File: config.mk
export PLATFORM = sky130hd
export DESIGN_NAME = clock_period_meter_flat
export DESIGN_NICKNAME = d
export VERILOG_FILES = /design/src/rtl/clock_period_meter_pkg.sv /design/src/rtl/clock_period_meter_if.sv /design/src/rtl/clock_period_meter_sync_edge_detect.sv /design/src/rtl/clock_period_meter.sv /design/src/flat_wrapper.sv
export SDC_FILE = /design/constraint.sdc
export NUM_CORES = 1
export LEC_CHECK = 0
export ABC_AREA = 1
export CORE_MARGIN = 10
export CORE_UTILIZATION = 35
export DETAILED_ROUTE_END_ITERATION = 10
export SLEW_MARGIN = 10
export SYNTH_ARGS = -nofsm -noshare
export SYNTH_HDL_FRONTEND = slang
export SYNTH_SLANG_ARGS = --single-unit
File: constraint.sdc
create_clock -name clk -period 9.38 [get_ports clk]
set_input_delay 1.876 -clock clk [delete_from_list [all_inputs] [get_ports clk]]
set_output_delay 1.876 -clock clk [all_outputs]
set_load 0.02 [all_outputs]
File: src/rtl/clock_period_meter_pkg.sv
// Shared definitions for the clock period meter and the cube clock divider.
package clock_period_meter_pkg;

  // Counter width shared with the divider so both agree on the count range.
  localparam int CNT_W_DEFAULT = 28;

  // Cycles without a strobe edge before the meter flags a stall.
  localparam int TIMEOUT_DEFAULT = 1_000_000;

  // Cube refresh timing: the divider toggles its strobe every REFRESH_HALF_CYCLES
  // system clocks, so a healthy meter reads these values back.
  localparam int REFRESH_HALF_CYCLES = 150_001;
  localparam int REFRESH_FULL_CYCLES = 2 * REFRESH_HALF_CYCLES;

  typedef enum logic [1:0] {
    ST_IDLE    = 2'd0,
    ST_ALIGN   = 2'd1,
    ST_MEASURE = 2'd2
  } meter_state_t;

endpackage

File: src/rtl/clock_period_meter_if.sv
// Measurement bundle between the strobe source/readback side and the meter.
interface clock_period_meter_if #(
  parameter int CNT_W = 28
);
  logic             sig_in;
  logic             enable;
  logic [CNT_W-1:0] half_period;
  logic [CNT_W:0]   full_period;
  logic             meas_valid;
  logic             full_valid;
  logic             stalled;

  modport master (
    output sig_in,
    output enable,
    input  half_period,
    input  full_period,
    input  meas_valid,
    input  full_valid,
    input  stalled
  );

  modport slave (
    input  sig_in,
    input  enable,
    output half_period,
    output full_period,
    output meas_valid,
    output full_valid,
    output stalled
  );
endinterface

File: src/rtl/clock_period_meter_sync_edge_detect.sv
// Synchronizer for an asynchronous input plus a both-edge detector.
// The chain runs continuously so edge latency is fixed at SYNC_STAGES+1 cycles.
module sync_edge_detect #(
  parameter int SYNC_STAGES = 2
) (
  input  logic clk,
  input  logic rst_n,
  input  logic d,
  output logic q,
  output logic edge_pulse
);

  logic [SYNC_STAGES-1:0] sync_q;
  logic                   hist_q;

  // Synchronizer chain followed by one history flop for edge comparison.
  always_ff @(posedge clk or negedge rst_n) begin
    if (!rst_n) begin
      sync_q <= '0;
      hist_q <= 1'b0;
    end else begin
      sync_q <= {sync_q[SYNC_STAGES-2:0], d};
      hist_q <= sync_q[SYNC_STAGES-1];
    end
  end

  assign q          = sync_q[SYNC_STAGES-1];
  assign edge_pulse = q ^ hist_q;

endmodule

File: src/rtl/clock_period_meter.sv
// Measures clk cycles between edges of the divider strobe.
//
// state      | meaning
// -----------+-----------------------------------------------------------
// ST_IDLE    | disabled, counter cleared, results held
// ST_ALIGN   | waiting for the first edge to phase-align the counter
// ST_MEASURE | counting; each edge reports a half-period, timeout -> ALIGN
module clock_period_meter
  import clock_period_meter_pkg::*;
#(
  parameter int CNT_W       = CNT_W_DEFAULT,
  parameter int TIMEOUT     = TIMEOUT_DEFAULT,
  parameter int SYNC_STAGES = 2
) (
  input  logic                  clk,
  input  logic                  rst_n,
  clock_period_meter_if.slave   bus
);

  localparam logic [CNT_W-1:0] CNT_ALL  = '1;
  localparam logic [CNT_W-1:0] CNT_LAST = CNT_W'(TIMEOUT - 1);

  meter_state_t     state_q;
  logic [CNT_W-1:0] cnt_q;
  logic [CNT_W-1:0] half_q;
  logic [CNT_W-1:0] prev_half_q;
  logic [CNT_W:0]   full_q;
  logic             have_prev_q;
  logic             meas_valid_q;
  logic             full_valid_q;
  logic             stalled_q;

  logic             sig_edge;
  logic [CNT_W-1:0] half_next;

  sync_edge_detect #(
    .SYNC_STAGES (SYNC_STAGES)
  ) u_sync (
    .clk        (clk),
    .rst_n      (rst_n),
    .d          (bus.sig_in),
    .q          (),
    .edge_pulse (sig_edge)
  );

  // The interval ends on the edge cycle itself, hence +1; saturate at all-ones.
  assign half_next = (cnt_q == CNT_ALL) ? cnt_q : cnt_q + 1'b1;

  // Measurement FSM with counter and registered result outputs.
  always_ff @(posedge clk or negedge rst_n) begin
    if (!rst_n) begin
      state_q      <= ST_IDLE;
      cnt_q        <= '0;
      half_q       <= '0;
      prev_half_q  <= '0;
      full_q       <= '0;
      have_prev_q  <= 1'b0;
      meas_valid_q <= 1'b0;
      full_valid_q <= 1'b0;
      stalled_q    <= 1'b0;
    end else begin
      meas_valid_q <= 1'b0;
      if (!bus.enable) begin
        state_q      <= ST_IDLE;
        cnt_q        <= '0;
        have_prev_q  <= 1'b0;
        full_valid_q <= 1'b0;
        stalled_q    <= 1'b0;
      end else begin
        case (state_q)
          ST_IDLE: begin
            cnt_q   <= '0;
            state_q <= ST_ALIGN;
          end
          ST_ALIGN: begin
            if (sig_edge) begin
              cnt_q       <= '0;
              have_prev_q <= 1'b0;
              state_q     <= ST_MEASURE;
            end
          end
          ST_MEASURE: begin
            if (sig_edge) begin
              half_q       <= half_next;
              prev_half_q  <= half_next;
              meas_valid_q <= 1'b1;
              stalled_q    <= 1'b0;
              cnt_q        <= '0;
              have_prev_q  <= 1'b1;
              if (have_prev_q) begin
                full_q       <= {1'b0, prev_half_q} + {1'b0, half_next};
                full_valid_q <= 1'b1;
              end
            end else if (cnt_q == CNT_LAST) begin
              // Strobe stopped: results hold, re-align before trusting new counts.
              stalled_q    <= 1'b1;
              full_valid_q <= 1'b0;
              have_prev_q  <= 1'b0;
              cnt_q        <= '0;
              state_q      <= ST_ALIGN;
            end else if (cnt_q != CNT_ALL) begin
              cnt_q <= cnt_q + 1'b1;
            end
          end
          default: state_q <= ST_IDLE;
        endcase
      end
    end
  end

  assign bus.half_period = half_q;
  assign bus.full_period = full_q;
  assign bus.meas_valid  = meas_valid_q;
  assign bus.full_valid  = full_valid_q;
  assign bus.stalled     = stalled_q;

endmodule

File: src/flat_wrapper.sv
// flat-port wrapper written by rule: the top's interface ports become plain ports
module clock_period_meter_flat import clock_period_meter_pkg::*;
#(
  parameter int CNT_W       = CNT_W_DEFAULT,
  parameter int TIMEOUT     = TIMEOUT_DEFAULT,
  parameter int SYNC_STAGES = 2
)
  (clk, rst_n, bus_sig_in, bus_enable, bus_half_period, bus_full_period, bus_meas_valid, bus_full_valid, bus_stalled);
  clock_period_meter_if #(.CNT_W(CNT_W)) bus_i ();
  input  logic clk;
  input  logic rst_n;
  input wire logic [$bits(bus_i.sig_in)-1:0] bus_sig_in;
  input wire logic [$bits(bus_i.enable)-1:0] bus_enable;
  output wire logic [$bits(bus_i.half_period)-1:0] bus_half_period;
  output wire logic [$bits(bus_i.full_period)-1:0] bus_full_period;
  output wire logic [$bits(bus_i.meas_valid)-1:0] bus_meas_valid;
  output wire logic [$bits(bus_i.full_valid)-1:0] bus_full_valid;
  output wire logic [$bits(bus_i.stalled)-1:0] bus_stalled;
  assign bus_i.sig_in = bus_sig_in;
  assign bus_i.enable = bus_enable;
  assign bus_half_period = bus_i.half_period;
  assign bus_full_period = bus_i.full_period;
  assign bus_meas_valid = bus_i.meas_valid;
  assign bus_full_valid = bus_i.full_valid;
  assign bus_stalled = bus_i.stalled;
  clock_period_meter #(.CNT_W(CNT_W), .TIMEOUT(TIMEOUT), .SYNC_STAGES(SYNC_STAGES)) u_core (.clk(clk), .rst_n(rst_n), .bus(bus_i));
endmodule
Yosys cells after proc, flatten, opt, wreduce, memory -nomap -nowiden

Index checks and enable logic that the tools add are counted.

Flip-flop bits (word level): 94
Input bits: 4
Output and inout bits: 60

Add/subtract/negate cells: 2
Equal/unequal tests: 15
Muxes and demuxes: 28
Bitwise gates (word level): 1
Reductions and logical operators: 8

Operators with widths:

| cell                  | count |
|---|---|
| $mux 28               | 6 |
| $pmux 28 s3           | 1 |
| $add 28x28->29        | 1 |
| $add 28x1->28 const B | 1 |
| $eq 28x20->1 const B  | 1 |
| $eq 28x28->1 const B  | 1 |
| $ne 28x28->1 const B  | 1 |
| $mux 1                | 15 |
| $reduce_and 3->1      | 5 |
| $ne 3x2->1 const B    | 3 |
| $mux 2                | 4 |
| $ne 3x1->1 const B    | 2 |
| $pmux 2 s3            | 1 |
| $ne 5x2->1 const B    | 1 |
| $ne 4x1->1 const B    | 1 |
| $ne 4x2->1 const B    | 1 |
| $reduce_and 4->1      | 1 |
| $ne 3x3->1 const B    | 1 |
| $eq 2x1->1 const B    | 1 |
| $eq 2x2->1 const B    | 1 |
| $logic_not 2->1       | 1 |
| $ne 2x1->1 const B    | 1 |
| $pmux 1 s2            | 1 |
| $reduce_and 2->1      | 1 |
| $xor 1x1->1           | 1 |

Longest topological paths before layout

Gate-level depths: netlist (run 1).

Depth in word-level cells: 6
Mapped depth: 21

Cells and area by module

From an unflattened synthesis (run 1), not the netlist that was laid out.

Cell total of the unflattened synthesis: 1050
Area total of the unflattened synthesis: 6892.9 µm²

By module, submodules not included:

| module             | instances | cells each | area each (µm²) |
|---|---|---|---|
| clock_period_meter | 1         | 1042       | 6799.0 |
| sync_edge_detect   | 1         | 8          | 93.8 |

Worst setup path before layout (run 1)

Ideal clock, no wire load.

Kind: reg-to-reg
From: register u_core.cnt_q[0]
To: register u_core.full_q[12] (netlist: u_core.bus.full_period[12])
Library setup time: 0.117 ns
Data arrival time: 2.836 ns
Required time: 9.263 ns
Slack: 6.427 ns
Stages on the path, launching flop included: 22
Buffers on the path: 1
Path through: dfrtp_1 > ha_1 > nand3_4 > clkinv_2 > nand2_4 > nor2_8 > nand2_2 > buf_6 > nand2_1 > nand2_1 > inv_1 > ha_1 > fa_1 > nand2_1 > nand3_1 > nand3_1 > nand2_1 > nand2_1 > nand2_1 > or2_2 > nand3_1 > nand2_1

Word-level cells in the longest chain between the ends: 3
Elaborated cells between the ends (all ways): 4

Ends and longest elaborated chain:

| item                                          | line                      | RTL |
|---|---|---|
| from (decl)                                   | clock_period_meter.sv:24  | `logic [CNT_W-1:0] cnt_q;` |
| from (signal assigned)                        | clock_period_meter.sv:102 | `cnt_q <= cnt_q + 1'b1;` |
| $add 28x1->28 or $eq 28x28->1 (tied branches) | clock_period_meter.sv:47  | `assign half_next = (cnt_q == CNT_ALL) ? cnt_q : cnt_q + 1'b1;` |
| $mux 28 *                                     | clock_period_meter.sv:47  |  |
| named net u_core.half_next[0]                 | clock_period_meter.sv:34  | `logic [CNT_W-1:0] half_next;` |
| $add 28x28->29 *                              | clock_period_meter.sv:91  | `full_q <= {1'b0, prev_half_q} + {1'b0, half_next};` |
| to (signal assigned)                          | clock_period_meter.sv:91  |  |
| to (decl)                                     | clock_period_meter.sv:27  | `logic [CNT_W:0] full_q;` |

The timed path passes the listed nets; every way through them passes the cells marked *.
A chain may end at the register's enable or synchronous reset.

Final worst setup path (run 1)

From: input port bus_enable
To: register u_core.full_q[28] (netlist: u_core.bus.full_period[28])

Word-level cells in the longest chain between the ends: 1

Ends and longest elaborated chain:

| item                              | line               | RTL |
|---|---|---|
| from (decl)                       | flat_wrapper.sv:13 | `input wire logic [$bits(bus_i.enable)-1:0] bus_enable;` |
| $reduce_and 4->1 (no source line) | --                 |  |

Every way passes these cells.

==> results.toml, run 1 <==
[detailed_routing]
wl_per_cell_um = 13.9
drt_wl_total_um = 19100
drt_iter0_markers = 305
vias_per_cell = 4.62
drc = 0
vias = 6360
ant_nets = 0
firstDrtPassIters = 5

[synthesis]
yosysTopAreaCell = "dfrtp_1"
ys_ff_latch = 94
ys_seq_area_share_pct = 33.9
syn_avg_cell_area_sq_um = 6.60
yosys_warnings = 0
post_synth_num_cell_types = 40
synthesis.instances = 1053
syn_nets = 1091
synth_area_leaders = "dfrtp_1, nand2_1, inv_1, nor2_1, ha_1"
synth_top_cell_area_share_pct = 33.9
syn_area_sq_mm = 0.00695

[final_layout]
fin_nets = 1145
layout-drive-gt1-share_pct = 6.21
final_cells = 1377
n_fill_cell = 2095
antennaDiodeCount = 0
area_delta_synth_final_pct = 16.6

[critical_path]
r2r_cells = 18
slowest_stage = "nor2_4"
cp_data_arrival_time_ns = 4.66
rr_endpoint = "u_core.bus.full_period[12]$_DFFE_PN0P_"
cp.depth = 9
crit_path_max_incr_delay_ns = 0.83
cp_max_fo = 51
required_ns = 9.62
endpoint = "u_core.bus.full_period[28]$_DFFE_PN0P_"
worstSetupPathType = "primary input to flop"
cp_top_family = "buffers and inverters"
worstSetupEndpointType = "flop"
setup.worst_path.start_class = "primary input"
crit_start = "bus_enable"
crit_buf_inv = 4
reg2reg_from = "u_core.cnt_q[0]$_DFFE_PN0P_"
crit_chain = "clkdlybuf4s50_1 > nand2_1 > nor2_4 > inv_2 > nor2_2 > buf_4 > inv_2 > nor2_1 > a21oi_1"
r2r_setup_slack_ns = 5.45
timing.critical_path.mode_cell = "inv_2"

[timing]
fmax_mhz = 226
tns_ns = 0
worstMarginPinSlew_ns = 1.05
slew_headroom_pct = 30.1
finalSetupViolCount = 0
setup_ws_ns = 4.96
finalHoldViolCount = 0
period_share_pct = 47.1
rsz0062_at_grt = "no"
final-max-slew-violation-count = 0
skew_ns = 0.00956
fin_crit_ns = 4.42

[floorplan]
core_sq_mm = 0.0195
ios = 64
initial_core_util_pct = 35.6
core.rowCount = 51
die-area_sq_mm = 0.0259
die_h_um = 161
die_w_um = 161

[grt]
grt_max_degree = 61
grt_use_total_pct = 15.1
grt_pass1_vias = 6142
antenna_found_initial = 0
overflow = 0
grt_first_pass_wirelength_um = 32200

[cts]
clockBufferDepth = 2
numCtsBuffers = 9
clkTransAtPathRegs_ns = 0.07
cts-root-buf = "clkbuf_16"
insertion_delay_ns = 0.35
clock_sinks = 94
cts_setup_buffers = 0
htree_levels = 3
cts_resized = 0
postCtsHoldBufs = 0
tritoncts = "built"

[power]
p_sw_mw = 0.613
p_sw_share_pct = 38.9
internal_power_mw = 0.964
clkPwrFrac_pct = 25.7
peakVddDrop_mv = 0.0960
p_total_mw = 1.58
p_seq_share_pct = 35.5
power_density_mw_per_mm2 = 195
p_leak_nw = 4.36
combPwrFrac_pct = 38.8

[outcome]
status = "complete, no violations"

[job]
maxCapViolations = 0

[placed_design]
dpl.hpwl_um = 15400
dpl.cell_count = 1361
pre_cts_slack_ns = 4.59
numPortBuffers = 63
gp_congestion = 0.899

[worst_hold_path]
min_path_type = "flop to flop"
power groups by stage:
stage                     Sequential [mW]  Combinational, mW  Clock (mW)
final                               0.559              0.612       0.406
after global routing                0.571              0.680       0.434
after CTS                           0.563              0.620       0.414
after detailed placement            0.569              0.616           0
after global placement              0.571              0.614           0
after floorplan                     0.630              0.306           0
routing by layer:
layer / GRT usage, % / up-vias / routed length [um]
li1: - / 3384 / -
met1: 19.7 / 2880 / 9090
met2: 25.2 / 79 / 9050
met3: 3.22 / 17 / 741
met4: 3.35 / 0 / 269
met5: 0 / - / 0
worst register-to-register path, stage by stage, from the launching register on:
cell and delay [ns]:
dfrtp_1 0.44, ha_1 0.34, nand3_4 0.14, clkinv_2 0.13
nand2_4 0.07, nor2_8 0.17, nand2_2 0.53, o21ai_1 0.46
inv_1 0.14, fa_1 0.50, nand2_1 0.10, nand3_1 0.08
nand3_1 0.08, nand2_1 0.12, nand2_1 0.09, nand2_1 0.07
or2_2 0.27, nand3_1 0.07, nand2_1 0.05
flip-flops by register name, summed over array words and instances (netlist names):
signal	cells
u_core.bus.full_period	29
u_core.bus.full_valid	1
u_core.bus.half_period	28
u_core.bus.meas_valid	1
u_core.bus.stalled	1
u_core.cnt_q	28
u_core.have_prev_q	1
u_core.state_q	2
u_core.u_sync.hist_q	1
u_core.u_sync.sync_q	2
Yosys cell counts:
library cell / count
nand3b_1: 4
nor3_1: 8
or2_2: 9
o21ai_1: 2
xor2_1: 16
or3_1: 1
nand3_2: 13
dfrtp_1: 94
inv_2: 5
nand4_1: 13
xnor2_1: 4
nand2_4: 1
ha_1: 33
inv_1: 134
o31ai_1: 2
nor2_4: 2
a21oi_1: 20
and2_1: 4
nor2_2: 7
fa_1: 1
buf_6: 7
o21ai_0: 12
nand2_2: 6
nor2_8: 1
buf_2: 9
clkbuf_1: 5
clkinv_2: 1
nand3_1: 66
a31oi_1: 27
buf_4: 1
a21o_1: 1
o21ai_2: 2
nand3_4: 2
nand2b_1: 3
or2_1: 1
nand2_1: 416
o211ai_1: 1
inv_4: 1
nand4_4: 1
nor2_1: 117
layout make-up:
cell class | instances | area, sq um | area share [%]
Multi-Input combinational cell | 796 | 3920 | 48.4
Sequential cell | 94 | 2350 | 29.0
Inverter | 141 | 533 | 6.58
Tap cell | 265 | 332 | 4.09
Clock buffer | 10 | 229 | 2.83
Clock inverter | 6 | 93.8 | 1.16
Timing Repair Buffer | 65 | 643 | 7.94
how the worst min path moves through the flow:
stage | startpoint | end | slack, ns | depth (start not counted)
after floorplan | u_core.u_sync.sync_q[0]$_DFF_PN0_ | u_core.u_sync.sync_q[1]$_DFF_PN0_ | 0.33 | 0
after global placement | u_core.u_sync.sync_q[0]$_DFF_PN0_ | u_core.u_sync.sync_q[1]$_DFF_PN0_ | 0.34 | 0
after detailed placement | u_core.u_sync.sync_q[0]$_DFF_PN0_ | u_core.u_sync.sync_q[1]$_DFF_PN0_ | 0.34 | 0
after CTS | u_core.u_sync.sync_q[0]$_DFF_PN0_ | u_core.u_sync.sync_q[1]$_DFF_PN0_ | 0.36 | 0
after global routing | u_core.u_sync.sync_q[0]$_DFF_PN0_ | u_core.u_sync.sync_q[1]$_DFF_PN0_ | 0.37 | 0
final | u_core.u_sync.sync_q[0]$_DFF_PN0_ | u_core.u_sync.sync_q[1]$_DFF_PN0_ | 0.36 | 0
cells by family after synthesis:
group / Yosys count / share of synthesized area [%]
flip-flops: 94 / 33.9
buffers and inverters: 163 / 9.83
AO/OA/AOI/OAI: 67 / 5.57
XOR/XNOR: 20 / 2.52
AND/OR/NAND/NOR: 675 / 42.0
adder cells (fa/ha/maj): 34 / 6.23
cells in the final DEF, fill, tap and decap left out, drive strengths merged, types with 3 or more instances in the layout:
cell | netlist | final
nand2 | 423 | 423
nor3 | 8 | 8
and2 | 4 | 4
o21ai | 16 | 16
a21oi | 20 | 20
nand2b | 3 | 3
nand4 | 14 | 14
xor2 | 16 | 16
clkdlybuf4s50 | 0 | 62
clkinv | 1 | 3
nand3b | 4 | 4
nor2 | 127 | 127
ha | 33 | 33
dfrtp | 94 | 94
clkbuf | 5 | 10
buf | 17 | 3
inv | 140 | 141
a31oi | 27 | 27
or2 | 10 | 10
xnor2 | 4 | 4
nand3 | 81 | 81
metrics by stage:
step	utilization, %	hold slack (ns)	instance area [sq um]
after global routing	41.5	0.370	8100
after detailed placement	39.8	0.343	7780
after CTS	41.5	0.359	8100
after floorplan	-	0.331	6950
final	41.5	0.359	8100
after global placement	39.8	0.339	7780
Power figures use the tool's default switching activity.
==> run 2: changes to the inputs <==
==> constraint.sdc (replaced) <==
create_clock -name clk -period 4.2 [get_ports clk]
set_input_delay 0.84 -clock clk [delete_from_list [all_inputs] [get_ports clk]]
set_output_delay 0.84 -clock clk [all_outputs]
set_load 0.02 [all_outputs]
==> run 2 against run 1 <==
Against the previous run:
- clock-buffer cell count grew 1
- flip-flop and latch count is the same
- global-route usage grew 0.40 points
- critical path type is now flop to flop
- via count grew 2.9%
- power grew 120%
- clock power grew 94%
- largest power group unchanged
- sequential power grew 120%
- cell area shrank 0.20%
- sequential share of layout area grew 0.058 points
- highest routed layer unchanged
==> results.toml, run 2 (same netlist as run 1, synthesis figures left out) <==
[final_layout]
fin_nets = 1150
mostFrequentLayoutCell = "nand2_1"
antennaDiodeCount = 0
layout-drive-gt1-share_pct = 6.54
stdcell_area_sq_mm = 0.00808
mostFrequentLayoutCells = "nand2_1, inv_1, nor2_1, dfrtp_1, nand3_1"
final_util_pct = 41.4
area_delta_synth_final_pct = 16.4
largest_reg_flops = 29

[cts]
postCtsHoldBufs = 0
clockBufferDepth = 2
cts_setup_buffers = 0
clkTransAtPathRegs_ns = 0.07
cts-root-buf = "clkbuf_16"
numCtsBuffers = 9
htree_levels = 3
clock_sinks = 94
tritoncts = "built"
insertion_delay_ns = 0.35
cts_resized = 0

[power]
combPwrFrac_pct = 40.3
p_total_mw = 3.40
power_density_mw_per_mm2 = 421
p_seq_share_pct = 36.6
peakVddDrop_mv = 0.189
p_sw_mw = 1.37
p_leak_nw = 4.35
p_sw_share_pct = 40.3
clkPwrFrac_pct = 23.1
internal_power_mw = 2.03

[placed_design]
dpl.hpwl_um = 15800
pre_cts_slack_ns = 0.651
numPortBuffers = 63
gp_congestion = 0.958
place_area_sq_mm = 0.00781

[detailed_routing]
ant_nets = 0
firstDrtPassIters = 6
wl_per_cell_um = 14.4
drc = 0
drt_iter0_markers = 425
vias_per_cell = 4.74
vias = 6544
drt_wl_total_um = 20000

[timing]
worstMarginPinSlew_ns = 0.678
period_share_pct = 85.4
rsz0062_at_grt = "no"
final-max-slew-violation-count = 0
slew_headroom_pct = 54.8
finalHoldViolCount = 0
tns_ns = 0
skew_ns = 0.00449
fmax_mhz = 279
fin_crit_ns = 3.58
setup_ws_ns = 0.615
finalSetupViolCount = 0

[floorplan]
core_sq_mm = 0.0195
initial_core_util_pct = 35.6
ios = 64
core.rowCount = 51
die-area_sq_mm = 0.0259
die_w_um = 161
die_h_um = 161

[worst_hold_path]
min_path_type = "flop to flop"
holdPathStages = 0

[critical_path]
cp_data_arrival_time_ns = 3.83
setup.worst_path.start_class = "flop"
worstSetupEndpointType = "flop"
cp_max_fo = 32
r2r_cells = 20
worstSetupPathType = "flop to flop"
required_ns = 4.44

[job]
maxCapViolations = 0

[grt]
grt_first_pass_wirelength_um = 32900
grt_pass1_vias = 6373
grt_max_degree = 51
grt_use_total_pct = 15.5
overflow = 0
antenna_found_initial = 0

[outcome]
status = "complete, no violations"
-- run 2: power by group through the flow --
stage	Clock, mW	Sequential, mW	Combinational [mW]
2_1_floorplan	0	1.41	0.684
3_3_place_gp	0	1.26	1.38
3_5_place_dp	0	1.27	1.38
4_1_cts	0.802	1.25	1.39
5_1_grt	0.849	1.27	1.52
6_report	0.787	1.25	1.37
-- run 2: worst max-delay path, stage by stage, from the launching register on --
cell	delay, ns
dfrtp_1	0.44
ha_1	0.31
nand3_4	0.14
clkinv_2	0.11
nand2_4	0.10
nor2_8	0.05
nand2_2	0.42
nand2_1	0.09
nand2_1	0.11
inv_1	0.05
ha_1	0.24
fa_1	0.46
nand2_1	0.09
nand3_1	0.08
nand3_1	0.08
nand2_1	0.15
nand2_1	0.09
nand2_1	0.06
or2_2	0.27
nand3_1	0.07
nand2_1	0.05
-- run 2: per-layer routing --
metal  vias to the layer above  wire [um]  global-route usage, %  part of all wire [%]
met5                         -          0                      0                     0
met2                       164       9380                   25.7                    47
met1                      2937       9050                   19.5                    45
met4                         0        634                   6.33                   3.2
li1                       3407          -                      -                     -
met3                        36        894                   2.81                   4.5
-- run 2: metrics by stage --
step                std cells  hold WS (ns)
floorplan                1053         0.331
global placement         1366         0.333
detailed placement       1366         0.337
CTS                      1382         0.353
global route             1382         0.369
finish                   1382         0.351
-- run 2: path summary, 6_finish.rpt --
| kind | start | endpoint | slack, ns |
|---|---|---|---|
| min in group asynchronous | rst_n | u_core.bus.half_period[3]$_DFFE_PN0P_ | 0.52 |
| worst max-delay path | u_core.cnt_q[0]$_DFFE_PN0P_ | u_core.bus.full_period[12]$_DFFE_PN0P_ | 0.62 |
| max in group asynchronous | rst_n | u_core.bus.half_period[27]$_DFFE_PN0P_ | 2.79 |
| worst min-delay path | u_core.u_sync.sync_q[0]$_DFF_PN0_ | u_core.u_sync.sync_q[1]$_DFF_PN0_ | 0.35 |
| worst max register to register | u_core.cnt_q[0]$_DFFE_PN0P_ | u_core.bus.full_period[12]$_DFFE_PN0P_ | 0.62 |
| worst min register to register | u_core.u_sync.sync_q[0]$_DFF_PN0_ | u_core.u_sync.sync_q[1]$_DFF_PN0_ | 0.35 |
-- run 2: layout make-up --
class / instances / area (sq um)
multi-input cells: 796 / 3920
clock inverters: 5 / 36.3
well taps: 265 / 332
clock buffers: 11 / 233
inverters: 141 / 533
repair buffers: 70 / 681
fillers: 2093 / 11400
flip-flops and latches: 94 / 2350
==> run 3: changes to the inputs <==
--- a/config.mk
+++ b/config.mk
@@ -8,6 +8,7 @@
 export ABC_AREA = 1
 export CORE_MARGIN = 10
 export CORE_UTILIZATION = 35
+export CTS_BUF_LIST = sky130_fd_sc_hd__clkbuf_8
 export DETAILED_ROUTE_END_ITERATION = 10
 export SLEW_MARGIN = 10
 export SYNTH_ARGS = -nofsm -noshare
==> run 3 against run 2 <==
Against the previous run:
- flip-flop and latch count unchanged
- combinational power about the same
- via count decreased by 0.83%
- wire length fell by 0.36%
- utilization is 0.52 points lower
- final cell count unchanged
- critical endpoint unchanged
- highest routed layer unchanged
==> results.toml, run 3 (same netlist as run 1, synthesis figures left out) <==
[outcome]
status = "complete, no violations"

[timing]
period_share_pct = 85.6
finalHoldViolCount = 0
worstMarginPinSlew_ns = 0.680
finalSetupViolCount = 0
slew_headroom_pct = 54.7
skew_ns = 0.00577
setup_ws_ns = 0.605
fin_crit_ns = 3.60
fmax_mhz = 278
tns_ns = 0
rsz0062_at_grt = "no"
final-max-slew-violation-count = 0

[power]
p_seq_share_pct = 39.1
combPwrFrac_pct = 43.0
power_density_mw_per_mm2 = 399
clkPwrFrac_pct = 17.9
peakVddDrop_mv = 0.144
internal_power_mw = 1.84
p_sw_share_pct = 42.3
p_leak_nw = 4.31
p_sw_mw = 1.35

[cts]
insertion_delay_ns = 0.38
clockBufferDepth = 2
clkTransAtPathRegs_ns = 0.10
tritoncts = "built"
htree_levels = 3
cts-root-buf = "clkbuf_8"
cts_resized = 0
cts_setup_buffers = 0
numCtsBuffers = 9
clock_sinks = 94
postCtsHoldBufs = 0

[placed_design]
dpl.cell_count = 1366
place_area_sq_mm = 0.00781
numPortBuffers = 63
gp_congestion = 0.958
pre_cts_slack_ns = 0.651
dpl.hpwl_um = 15800

[worst_hold_path]
hold_path_end = "u_core.u_sync.sync_q[1]$_DFF_PN0_"
holdPathStages = 0
hold_start = "u_core.u_sync.sync_q[0]$_DFF_PN0_"
min_path_type = "flop to flop"

[floorplan]
die-area_sq_mm = 0.0259
ios = 64
die_w_um = 161
die_h_um = 161
core.rowCount = 51
initial_core_util_pct = 35.6
core_sq_mm = 0.0195

[critical_path]
rr_endpoint = "u_core.bus.full_period[12]$_DFFE_PN0P_"
r2r_cells = 20
worstSetupEndpointType = "flop"
cp_data_arrival_time_ns = 3.87
setup.worst_path.start_class = "flop"
cp_top_family = "simple AND/OR/NAND/NOR gates"
crit_path_max_incr_delay_ns = 0.45
r2r_setup_slack_ns = 0.60
cp_max_fo = 32
crit_chain = "ha_1 > nand3_4 > clkinv_2 > nand2_4 > nor2_8 > nand2_2 > nand2_1 > nand2_1 > inv_1 > ha_1 > fa_1 > nand2_1 > nand3_1 > nand3_1 > nand2_1 > nand2_1 > nand2_1 > or2_2 > nand3_1 > nand2_1"
slowest_stage = "dfrtp_1"
reg2reg_from = "u_core.cnt_q[0]$_DFFE_PN0P_"
worstSetupPathType = "flop to flop"
timing.critical_path.mode_cell = "nand2_1"
crit_start = "u_core.cnt_q[0]$_DFFE_PN0P_"
required_ns = 4.48
crit_buf_inv = 2

[grt]
grt_first_pass_wirelength_um = 32700
antenna_found_initial = 0
grt_pass1_vias = 6332
grt_use_total_pct = 15.4
overflow = 0
grt_max_degree = 51

[detailed_routing]
ant_nets = 0
wl_per_cell_um = 14.4
vias = 6490
vias_per_cell = 4.70
drc = 0
firstDrtPassIters = 5
drt_wl_total_um = 19900
drt_iter0_markers = 396

[final_layout]
area_delta_synth_final_pct = 14.9
fin_nets = 1150
layout-drive-gt1-share_pct = 6.54
mostFrequentLayoutCell = "nand2_1"
mostFrequentLayoutCells = "nand2_1, inv_1, nor2_1, dfrtp_1, nand3_1"
stdcell_area_sq_mm = 0.00798
antennaDiodeCount = 0
final_cells = 1382
final_util_pct = 40.9
largest_reg_flops = 29

[job]
maxCapViolations = 0
[run 3: changes by cell type in the layout (fill, tap and decap cells not counted), sizes merged]
cell,before,now
inv,140,142
clkbuf,11,9
[run 3: worst max path at each step]
| stage | slack [ns] | depth (start not counted) | end |
|---|---|---|---|
| after detailed placement | 0.65 | 20 | u_core.bus.full_period[12]$_DFFE_PN0P_ |
| after CTS | 0.64 | 20 | u_core.bus.full_period[12]$_DFFE_PN0P_ |
| after global routing | 0.32 | 20 | u_core.bus.full_period[12]$_DFFE_PN0P_ |
| after global placement | 0.74 | 20 | u_core.bus.full_period[12]$_DFFE_PN0P_ |
| after floorplan | 1.25 | 21 | u_core.bus.full_period[12]$_DFFE_PN0P_ |
| final | 0.60 | 20 | u_core.bus.full_period[12]$_DFFE_PN0P_ |
[run 3: metal layers]
metal	GRT usage, %	share of wire, %	vias to the layer above
met2	25.5	47	118
met1	19.5	46	2925
met3	2.91	3.7	37
met5	0	0	-
li1	-	-	3410
met4	5.79	3.1	0
[run 3: metrics by stage]
step                hold slack, ns  power, mW
detailed placement           0.337       2.64
finish                       0.358       3.18
floorplan                    0.331       2.09
global route                 0.377       3.41
global placement             0.333       2.64
CTS                          0.360       3.23
[run 3: worst register-to-register path: cells and delay by family (launching register included)]
| family | cells | cell delay [ns] |
|---|---|---|
| buf+inv | 2 | 0.16 |
| flops | 1 | 0.45 |
| simple gates | 15 | 1.87 |
| fa+ha+maj | 3 | 1.01 |
[run 3: area by class of cell]
type	count	area, sq um
Fill cell	2109	11500
Multi-Input combinational cell	796	3920
Sequential cell	94	2350
Timing Repair Buffer	70	681
Inverter	141	533
Tap cell	265	332
Clock buffer	9	124
Clock inverter	7	43.8
[run 3: power by group through the flow]
stage	sequential (mW)	clock [mW]	combinational (mW)
after floorplan	1.41	0	0.684
after global placement	1.26	0	1.38
after detailed placement	1.27	0	1.38
after CTS	1.25	0.587	1.39
after global routing	1.27	0.626	1.52
final	1.24	0.570	1.37
